## src/rtl/tdc_interval_builder.sv

```systemverilog
// rtl/tdc_interval_builder.sv - TDC start/stop interval builder (optional offset correction: TDC_OFFSET_CORR_EN)
module tdc_interval_builder #(
    parameter int BITS_DECO   = 8,
    parameter int COARSE_BITS = 16,
    parameter int CLK_BINS    = 240,
    parameter int OUT_BITS    = 24
) (
    input  logic                  clk,
    input  logic                  rst_n,
    input  logic                  start_hit,
    input  logic [BITS_DECO-1:0]  start_bin,
    input  logic                  stop_hit,
    input  logic [BITS_DECO-1:0]  stop_bin,
`ifdef TDC_OFFSET_CORR_EN
    input  logic [BITS_DECO+3:0]  offset_corr,
`endif
    output logic                  out_valid,
    input  logic                  out_ready,
    output logic [OUT_BITS-1:0]   out_interval,
    output logic                  out_ovf,
    output logic                  out_err,
    output logic                  busy,
    output logic                  drop
);

    localparam int CALC_W = OUT_BITS + 1;
    localparam logic [COARSE_BITS-1:0] COARSE_MAX = '1;

    typedef enum logic [1:0] {
        IDLE = 2'd0,
        RUN  = 2'd1,
        CALC = 2'd2,
        DONE = 2'd3
    } state_t;

    state_t                 state;
    state_t                 state_nxt;
    logic [COARSE_BITS-1:0] coarse;
    logic [BITS_DECO-1:0]   start_q;
    logic [BITS_DECO-1:0]   stop_q;
    logic                   ovf_q;
    logic [CALC_W-1:0]      fine_sum;
    logic [CALC_W-1:0]      corr_sum;
    logic [OUT_BITS-1:0]    res_interval;
    logic                   res_err;
    logic                   hit_ignored;

    always_ff @(posedge clk or negedge rst_n) begin
        if (!rst_n) begin
            state <= IDLE;
        end else begin
            state <= state_nxt;
        end
    end

    always_comb begin
        state_nxt = state;
        case (state)
            IDLE: if (start_hit) state_nxt = stop_hit ? CALC : RUN;
            RUN:  if (stop_hit || coarse == COARSE_MAX) state_nxt = CALC;
            CALC: state_nxt = DONE;
            DONE: if (out_ready) state_nxt = IDLE;
            default: state_nxt = IDLE;
        endcase
    end

    // Two's-complement in CALC_W bits; the top bit is the sign of the combined interval.
    always_comb begin
        fine_sum = CALC_W'(coarse) * CALC_W'(CLK_BINS) + CALC_W'(start_q) - CALC_W'(stop_q);
`ifdef TDC_OFFSET_CORR_EN
        corr_sum = fine_sum - CALC_W'(offset_corr);
`else
        corr_sum = fine_sum;
`endif
        res_interval = corr_sum[OUT_BITS-1:0];
        res_err      = 1'b0;
        if (ovf_q) begin
            res_interval = '1;
        end else if (corr_sum[CALC_W-1]) begin
            res_interval = '0;
            res_err      = 1'b1;
        end
    end

    assign hit_ignored = ((state == RUN) && start_hit) ||
                         (((state == CALC) || (state == DONE)) && (start_hit || stop_hit));
    assign busy = (state != IDLE);

    always_ff @(posedge clk or negedge rst_n) begin
        if (!rst_n) begin
            coarse       <= '0;
            start_q      <= '0;
            stop_q       <= '0;
            ovf_q        <= 1'b0;
            out_valid    <= 1'b0;
            out_interval <= '0;
            out_ovf      <= 1'b0;
            out_err      <= 1'b0;
            drop         <= 1'b0;
        end else begin
            if (hit_ignored) drop <= 1'b1;
            case (state)
                IDLE: begin
                    if (start_hit) begin
                        start_q <= start_bin;
                        coarse  <= '0;
                        ovf_q   <= 1'b0;
                        if (stop_hit) stop_q <= stop_bin;
                    end
                end
                RUN: begin
                    // Counter saturates: a stop landing on the timeout cycle keeps the max count.
                    if (stop_hit) begin
                        stop_q <= stop_bin;
                        if (coarse != COARSE_MAX) coarse <= coarse + 1'b1;
                    end else if (coarse == COARSE_MAX) begin
                        ovf_q <= 1'b1;
                    end else begin
                        coarse <= coarse + 1'b1;
                    end
                end
                CALC: begin
                    out_valid    <= 1'b1;
                    out_interval <= res_interval;
                    out_ovf      <= ovf_q;
                    out_err      <= res_err;
                end
                DONE: begin
                    if (out_ready) out_valid <= 1'b0;
                end
                default: ;
            endcase
        end
    end

endmodule

```

## config.mk

```make
export PLATFORM = sky130hd
export DESIGN_NAME = tdc_interval_builder
export DESIGN_NICKNAME = d
export VERILOG_FILES = /design/src/rtl/tdc_interval_builder.sv
export SDC_FILE = /design/constraint.sdc
export NUM_CORES = 1
export LEC_CHECK = 0
export CAP_MARGIN = 20
export CORE_UTILIZATION = 35
export CTS_BUF_LIST = sky130_fd_sc_hd__clkbuf_4 sky130_fd_sc_hd__clkbuf_8
export DETAILED_ROUTE_END_ITERATION = 6
export MAX_ROUTING_LAYER = met4
export PLACE_DENSITY = 0.58
export SLEW_MARGIN = 0
export SYNTH_ARGS = -nofsm -noshare
export SYNTH_HDL_FRONTEND = slang
export SYNTH_SLANG_ARGS = --single-unit
export TNS_END_PERCENT = 10
```

## constraint.sdc

```tcl
create_clock -name clk -period 15.4 [get_ports clk]
set_input_delay 2.31 -clock clk [delete_from_list [all_inputs] [get_ports clk]]
set_output_delay 2.31 -clock clk [all_outputs]
set_load 0.01 [all_outputs]
```

==> results.tsv <==
stage	metric	value	unit
run_status	run_status	complete, no violations	
route	ant_nets	0	
yosys	postSynthCellCount	617	
worst_setup_path	crit_type	reg2reg	
route	routed_via_density	4.886	
sta	finalMaxSlewViolations	0	
route	drcViolationCount	0	
yosys	syn_avg_cell_area	9.381	µm²
yosys	synth_edf_count	0	
worst_setup_path	worst_setup_path_end_kind	register	
clock_network	clk_pin_slew	0.08	ns
sta	hold_violations	0	
clock_network	cts_made_buffers	9	
worst_setup_path	crit_arrival	5.85	ns
sta	fin_crit	5.657	ns
clock_network	cts_resized	0	
yosys	yosysWarningCount	0	
cells_and_area	design_area	6666	µm²
worst_setup_path	path_max_fanout	25	
place	gp_congestion	0.8497	
yosys	syn_nets	739	
yosys	synthDistinctLibCells	60	
sta	worst_slew_pin_slew	0.9507	ns
die	coreArea	16000	µm²
yosys	synth-async-reset-ratio	100.0	%
clock_network	clock-root-buffer	clkbuf_8	
clock_network	h-tree-depth	3	
die	die_y	130.6	µm
sta	layout_setup_ws	9.743	ns
die	die_area	17060	µm²
min_path	hold_class	reg2reg	
cells_and_area	area_growth	15.18	%
sta	min_period_over_period	36.74	%
sta	fin_tns_setup	0	ns
die	rows	46	
die	die_x	130.6	µm
cells_and_area	fillers	1584	
place	placed_area	6494	µm²
yosys	ys_ff_latch	63	
route	drt-initial-drc-count	167	
yosys	ys.flop_type	dfrtp_1	
global_route	grt_max_degree	64	
global_route	grt_antenna_before_repair	0	
yosys	syn_area	5788	µm²
yosys	synth_top_area_share	27.24	%
yosys	synth_area_leaders	dfrtp_1 (27%), ha_1 (14%), fa_1 (12%), inv_1 (6.0%), xnor2_1 (5.4%)	
clock_network	clk-insertion-delay-late	0.36	ns
die	io_pins	50	
die	start_util	36.17	%
min_path	min_delay_path_depth	1	
place	pre_cts_slack	9.787	ns
sta	clock.fmax	176.8	MHz
sta	rsz0062_at_grt	false	
place	dp_hpwl	9861	µm
global_route	grt_pass1_vias	4445	
route	totalWireLength	12400	µm
route	num_vias	4334	
route	routedWlPerCell	13.98	µm
sta	finalSetupViolations	0	
clock_network	cts.sinks	63	
flow_run	drv_cap	0	
worst_setup_path	start_kind	register	
sta	relSlewSlack	36.39	%
sta	finalClockSkew	0.01313	ns
yosys	ys_seq_area_share	27.24	%
clock_network	cts_tree	yes	
worst_setup_path	r2r_cells	21	
clock_network	post-cts-setup-buffers	0	
global_route	grtUsageTotal	16.48	%
global_route	grt_pass1_wl	21140	µm
yosys	synth_top_cell_by_area	dfrtp_1	
clock_network	cts_hold_buffers	0	
worst_setup_path	cp.required	15.60	ns
clock_network	cts.path.max_buffers	2	
global_route	globalRoute.totalOverflow	0	
cells_and_area	fin_nets	788	
cells_and_area	drive_gt1_share	7.601	%
place	numPortBuffers	49	
route	dr.pass1.iters	4	
cells_and_area	n_antenna_cell	0	
## registers in the layout (all words and copies together), names as in the netlist
register      cells
out_err           1
coarse           16
out_valid         1
start_q           8
stop_q            8
drop              1
ovf_q             1
out_interval     24
state             2
out_ovf           1
## layout by cell type, fill, tap and decap left out, drive strengths merged, types with 11 or more instances in the layout
cell	n
dfrtp	63
a21o	20
a21oi	28
nand2b	12
nor2	71
o21ai	15
clkdlybuf4s50	48
inv	94
fa	34
ha	67
mux2	17
nand2	23
o22ai	19
xor2	11
xnor2	37
## cells by family (layout without fill, tap and decap cells)
family | Yosys count | in the layout | synth area share [%]
AO/OA/AOI/OAI | 129 | 129 | 15.95
XOR/XNOR | 48 | 48 | 7.393
adder cells (fa/ha/maj) | 101 | 101 | 26.24
buffers and inverters | 106 | 160 | 7.155
flip-flops | 63 | 63 | 27.24
multiplexers | 22 | 22 | 4.388
AND/OR/NAND/NOR | 148 | 148 | 11.63
## cells in the mapped netlist, types with 2 or more instances
| library cell | n |
|---|---|
| mux2i_1 | 4 |
| a211o_1 | 2 |
| fa_1 | 34 |
| o21bai_1 | 5 |
| nor2_1 | 71 |
| o22ai_1 | 19 |
| nor2b_1 | 6 |
| a211oi_2 | 2 |
| a211oi_1 | 6 |
| ha_1 | 67 |
| nand4_1 | 7 |
| a31oi_1 | 4 |
| o21ai_0 | 12 |
| o21ai_2 | 2 |
| a22o_1 | 2 |
| o41ai_1 | 2 |
| a21oi_1 | 26 |
| nor4_1 | 3 |
| o211ai_2 | 2 |
| nand2b_1 | 12 |
| o21a_1 | 5 |
| nand3_1 | 10 |
| buf_6 | 2 |
| dfrtp_1 | 63 |
| inv_1 | 93 |
| xnor2_1 | 36 |
| nor3_1 | 10 |
| xor2_1 | 11 |
| a21oi_2 | 2 |
| mux2_2 | 17 |
| nand2_1 | 23 |
| clkbuf_1 | 10 |
| a21o_1 | 20 |
## critical path, cell delays in order, from the launching register on
cell and delay [ns]:
dfrtp_1 0.45, inv_1 0.16, fa_1 0.53, fa_1 0.52
inv_1 0.04, ha_1 0.37, a21oi_1 0.19, o211ai_2 0.19
a21o_1 0.22, a21o_1 0.18, xor2_1 0.18, inv_1 0.07
ha_1 0.35, a21oi_1 0.14, o21ai_0 0.09, a31oi_1 0.24
o21ai_0 0.19, a31o_2 0.31, a31oi_4 0.19, o21ai_2 0.10
mux2i_4 0.65, nor3_1 0.13
## worst paths after layout
path,startpoint,endpoint,slack [ns]
worst min register to register,drop,drop,0.48
worst max register to register,coarse[3],out_interval[19],9.74
min in group asynchronous,rst_n,start_q[0],2.12
worst min-delay path,drop,drop,0.48
worst max-delay path,coarse[3],out_interval[19],9.74
max in group asynchronous,rst_n,coarse[14],12.76
## area by class of cell
| type | count | area [µm²] | share of cell area, % |
|---|---|---|---|
| multi-input cells | 448 | 3797 | 56.96 |
| flip-flops and latches | 63 | 1577 | 23.65 |
| inverters | 93 | 349.1 | 5.236 |
| repair buffers | 51 | 500.5 | 7.508 |
| well taps | 216 | 270.3 | 4.054 |
| clock buffers | 9 | 123.9 | 1.858 |
| clock inverters | 7 | 48.80 | 0.7320 |
## per-layer routing
layer / routed length [µm] / track usage (%) / vias to the layer above
met2: 5995 / 27.64 / 79
met1: 5707 / 19.69 / 2068
met5: 0 / - / -
met4: 224 / 5.409 / 0
li1: - / - / 2175
met3: 475 / 3.461 / 12
## through the flow
step / instances / utilization, % / hold slack (ns)
finish: 887 / 41.66 / 0.4793
global route: 887 / 41.66 / 0.4986
CTS: 887 / 41.66 / 0.4848
detailed placement: 871 / 40.58 / 0.4653
global placement: 871 / 40.58 / 0.4581
floorplan: 617 / - / 0.4794
Power is not shown: default switching activity piles up to over one toggle a cycle in this logic, so the estimate is an artifact.
==> patch (config.mk and constraints unchanged) <==
The option `TDC_OFFSET_CORR_EN` is turned on by a define.
--- a/src/rtl/tdc_interval_builder.sv
+++ b/src/rtl/tdc_interval_builder.sv
@@ -1,2 +1,4 @@
 // rtl/tdc_interval_builder.sv - TDC start/stop interval builder (optional offset correction: TDC_OFFSET_CORR_EN)
+`define TDC_OFFSET_CORR_EN
+
 module tdc_interval_builder #(
Interface: changed (added offset_corr); port bits go from 50 to 62. No check against the original RTL was run, so the function may have changed too.
==> patch against the unedited design <==
  * Global-route usage is 1.7 points lower
  * Final area is 9.3% higher
  * Setup slack worse by 0.73 ns
  * Worst hold slack better by 0.014 ns
  * Routed wire length is 1.5% higher
  * Synthesized cell count is 8.8% higher
  * Synthesized area is 7.9% higher
  * Cell count is 8.3% higher
  * Sequential cell count stayed put
  * Critical path type is now primary input to flop
  * Critical endpoint is now out_interval[21]
Power is not shown: default switching activity piles up to over one toggle a cycle in this logic, so the estimate is an artifact.
==> patch: results (changes against the unedited design) <==
Status
  • Status: finished, final reports clean (unchanged)

Routing
  • Detailed Route Iter0 Violations: 188 (was 167)
  • Aggregate routed wire length: 12.59 mm (was 12.40 mm)
  • First-pass iteration count of the detailed router: 5 (was 4)
  • DRC viols: 0 (unchanged)
  • DR vias: 4651 (was 4334)

Min path
  • Hold Path End: drop (unchanged)
  • Worst hold path startpoint: drop (unchanged)
  • Worst hold path depth: 1 (unchanged)
  • Worst min path class: flop to flop (unchanged)

Worst setup path
  • CP Max Fanout: 24 (was 25)
  • R2R setup slack: 9.20 ns (was 9.74 ns)
  • Data arrival, critical path: 6.67 ns (was 5.85 ns)
  • Worst path slowest cell: a31oi_4 (was mux2i_4)
  • FF-to-FF path depth: 22 (was 21)
  • Worst reg2reg path startpoint: coarse[5] (was coarse[3])
  • R2r endpoint: out_interval[21] (was out_interval[19])
  • Largest delay contributor family on the critical path: compound AO/OA/AOI/OAI gates (unchanged)
  • Slowest stage delay, CP: 0.60 ns (was 0.65 ns)

Yosys
  • Most frequent cells after synthesis: inv_1, ha_1, dfrtp_1, nor2_1, a21oi_1 (was inv_1, nor2_1, ha_1)
  • Sequential element share of the synthesized area: 25.25% (was 27.24%)
  • Largest cells by area after synthesis: dfrtp_1, ha_1, fa_1, inv_1, xnor2_1 (unchanged)
  • YS warnings: 0 (unchanged)
  • Asr flop ratio synth: 100.0% (unchanged)
  • Syn Nets: 820 (was 739)
  • Top_reg_cell synth: dfrtp_1 (unchanged)
  • Cell variety after synth: 62 (was 60)
  • Mapped Cells: 671 (was 617)

CTS
  • Num CTS Buffers: 9 (unchanged)
  • CTS Root Cell: clkbuf_8 (unchanged)
  • Clk Latency, worst-skew pair: 0.37 ns
  • Bufs on Longest Clock Path: 2 (unchanged)
  • Total setup buffers inserted after CTS: 0 (unchanged)
  • Post-CTS Resized: 0 (unchanged)
  • Clock transition at path regs: 0.07 ns
  • H-tree depth: 3 (unchanged)

Global routing
  • Largest net degree at the start of global routing: 64 (unchanged)
  • Vias in the first global route: 4570 (was 4445)
  • Antenna violations before repair: 0 (unchanged)
  • First-pass GRT wire length: 21.17 mm (was 21.14 mm)
  • GR Util All Layers: 14.77% (was 16.48%)

Final layout
  • Post-Layout Cell Count: 961 (was 887)
  • # fillers: 1711 (was 1584)
  • Number of diodes: 0 (unchanged)
  • Final #Nets: 880 (was 788)
  • Regs by FF count: out_interval x24, coarse x16 (unchanged)
  • Ratio of cells with drive above 1 in the final layout: 8.016% (was 7.601%)

Placement
  • Dpl cells: 945 (was 871)
  • DP HPWL: 10.23 mm (was 9.861 mm)
  • PortBufs: 61 (was 49)
  • RePlAce Congestion: 0.8339 (was 0.8497)

Timing
  • Slew @ Worst Pin: 0.9635 ns (was 0.9507 ns)
  • Worst Skew: 0.01988 ns (was 0.01313 ns)
[patch: metrics by stage]
step           instance area (um2)  setup WS (ns)  hold WS, ns
6_report                      7284          9.008       0.4931
5_1_grt                       7284          8.622       0.5323
4_1_cts                       7284          9.008       0.5065
3_5_place_dp                  7061          8.623       0.4741
3_3_place_gp                  7061          8.743       0.4673
2_1_floorplan                 6245          9.608       0.4794
[patch: cells by family (layout without fill, tap and decap cells)]
| family | count (synthesis) | count (layout) | share of synthesized area [%] |
|---|---|---|---|
| simple gates | 174 | 174 | 13.62 |
| buf+inv | 116 | 181 | 7.574 |
| fa+ha+maj | 116 | 116 | 28.29 |
| mux | 23 | 23 | 4.027 |
| compound gates | 138 | 138 | 15.49 |
| xor+xnor | 41 | 41 | 5.750 |
| flops | 63 | 63 | 25.25 |
[patch: final cells by class]
cell class | instances | area share, %
Multi-Input combinational cell | 492 | 57.59
Inverter | 101 | 5.204
Clock inverter | 6 | 1.271
Tap cell | 225 | 3.865
Timing Repair Buffer | 64 | 8.622
Clock buffer | 10 | 1.804
Sequential cell | 63 | 21.64
[patch: per-layer routing]
| metal | wire (um) | up-vias | global-route usage [%] |
|---|---|---|---|
| li1 | - | 2386 | - |
| met1 | 6318 | 2177 | 20.21 |
| met2 | 5706 | 82 | 22.28 |
| met3 | 439 | 6 | 2.731 |
| met4 | 128 | 0 | 3.933 |
| met5 | 0 | - | - |
[patch: how the worst max path moves through the flow]
stage,startpoint,end,slack [ns],depth (start not counted)
floorplan,offset_corr[2],out_interval[10],9.61,17
global placement,offset_corr[2],out_interval[22],8.74,17
detailed placement,offset_corr[2],out_interval[19],8.62,17
CTS,offset_corr[2],out_interval[19],9.01,17
global route,coarse[5],out_interval[21],8.62,22
finish,offset_corr[2],out_interval[21],9.01,17
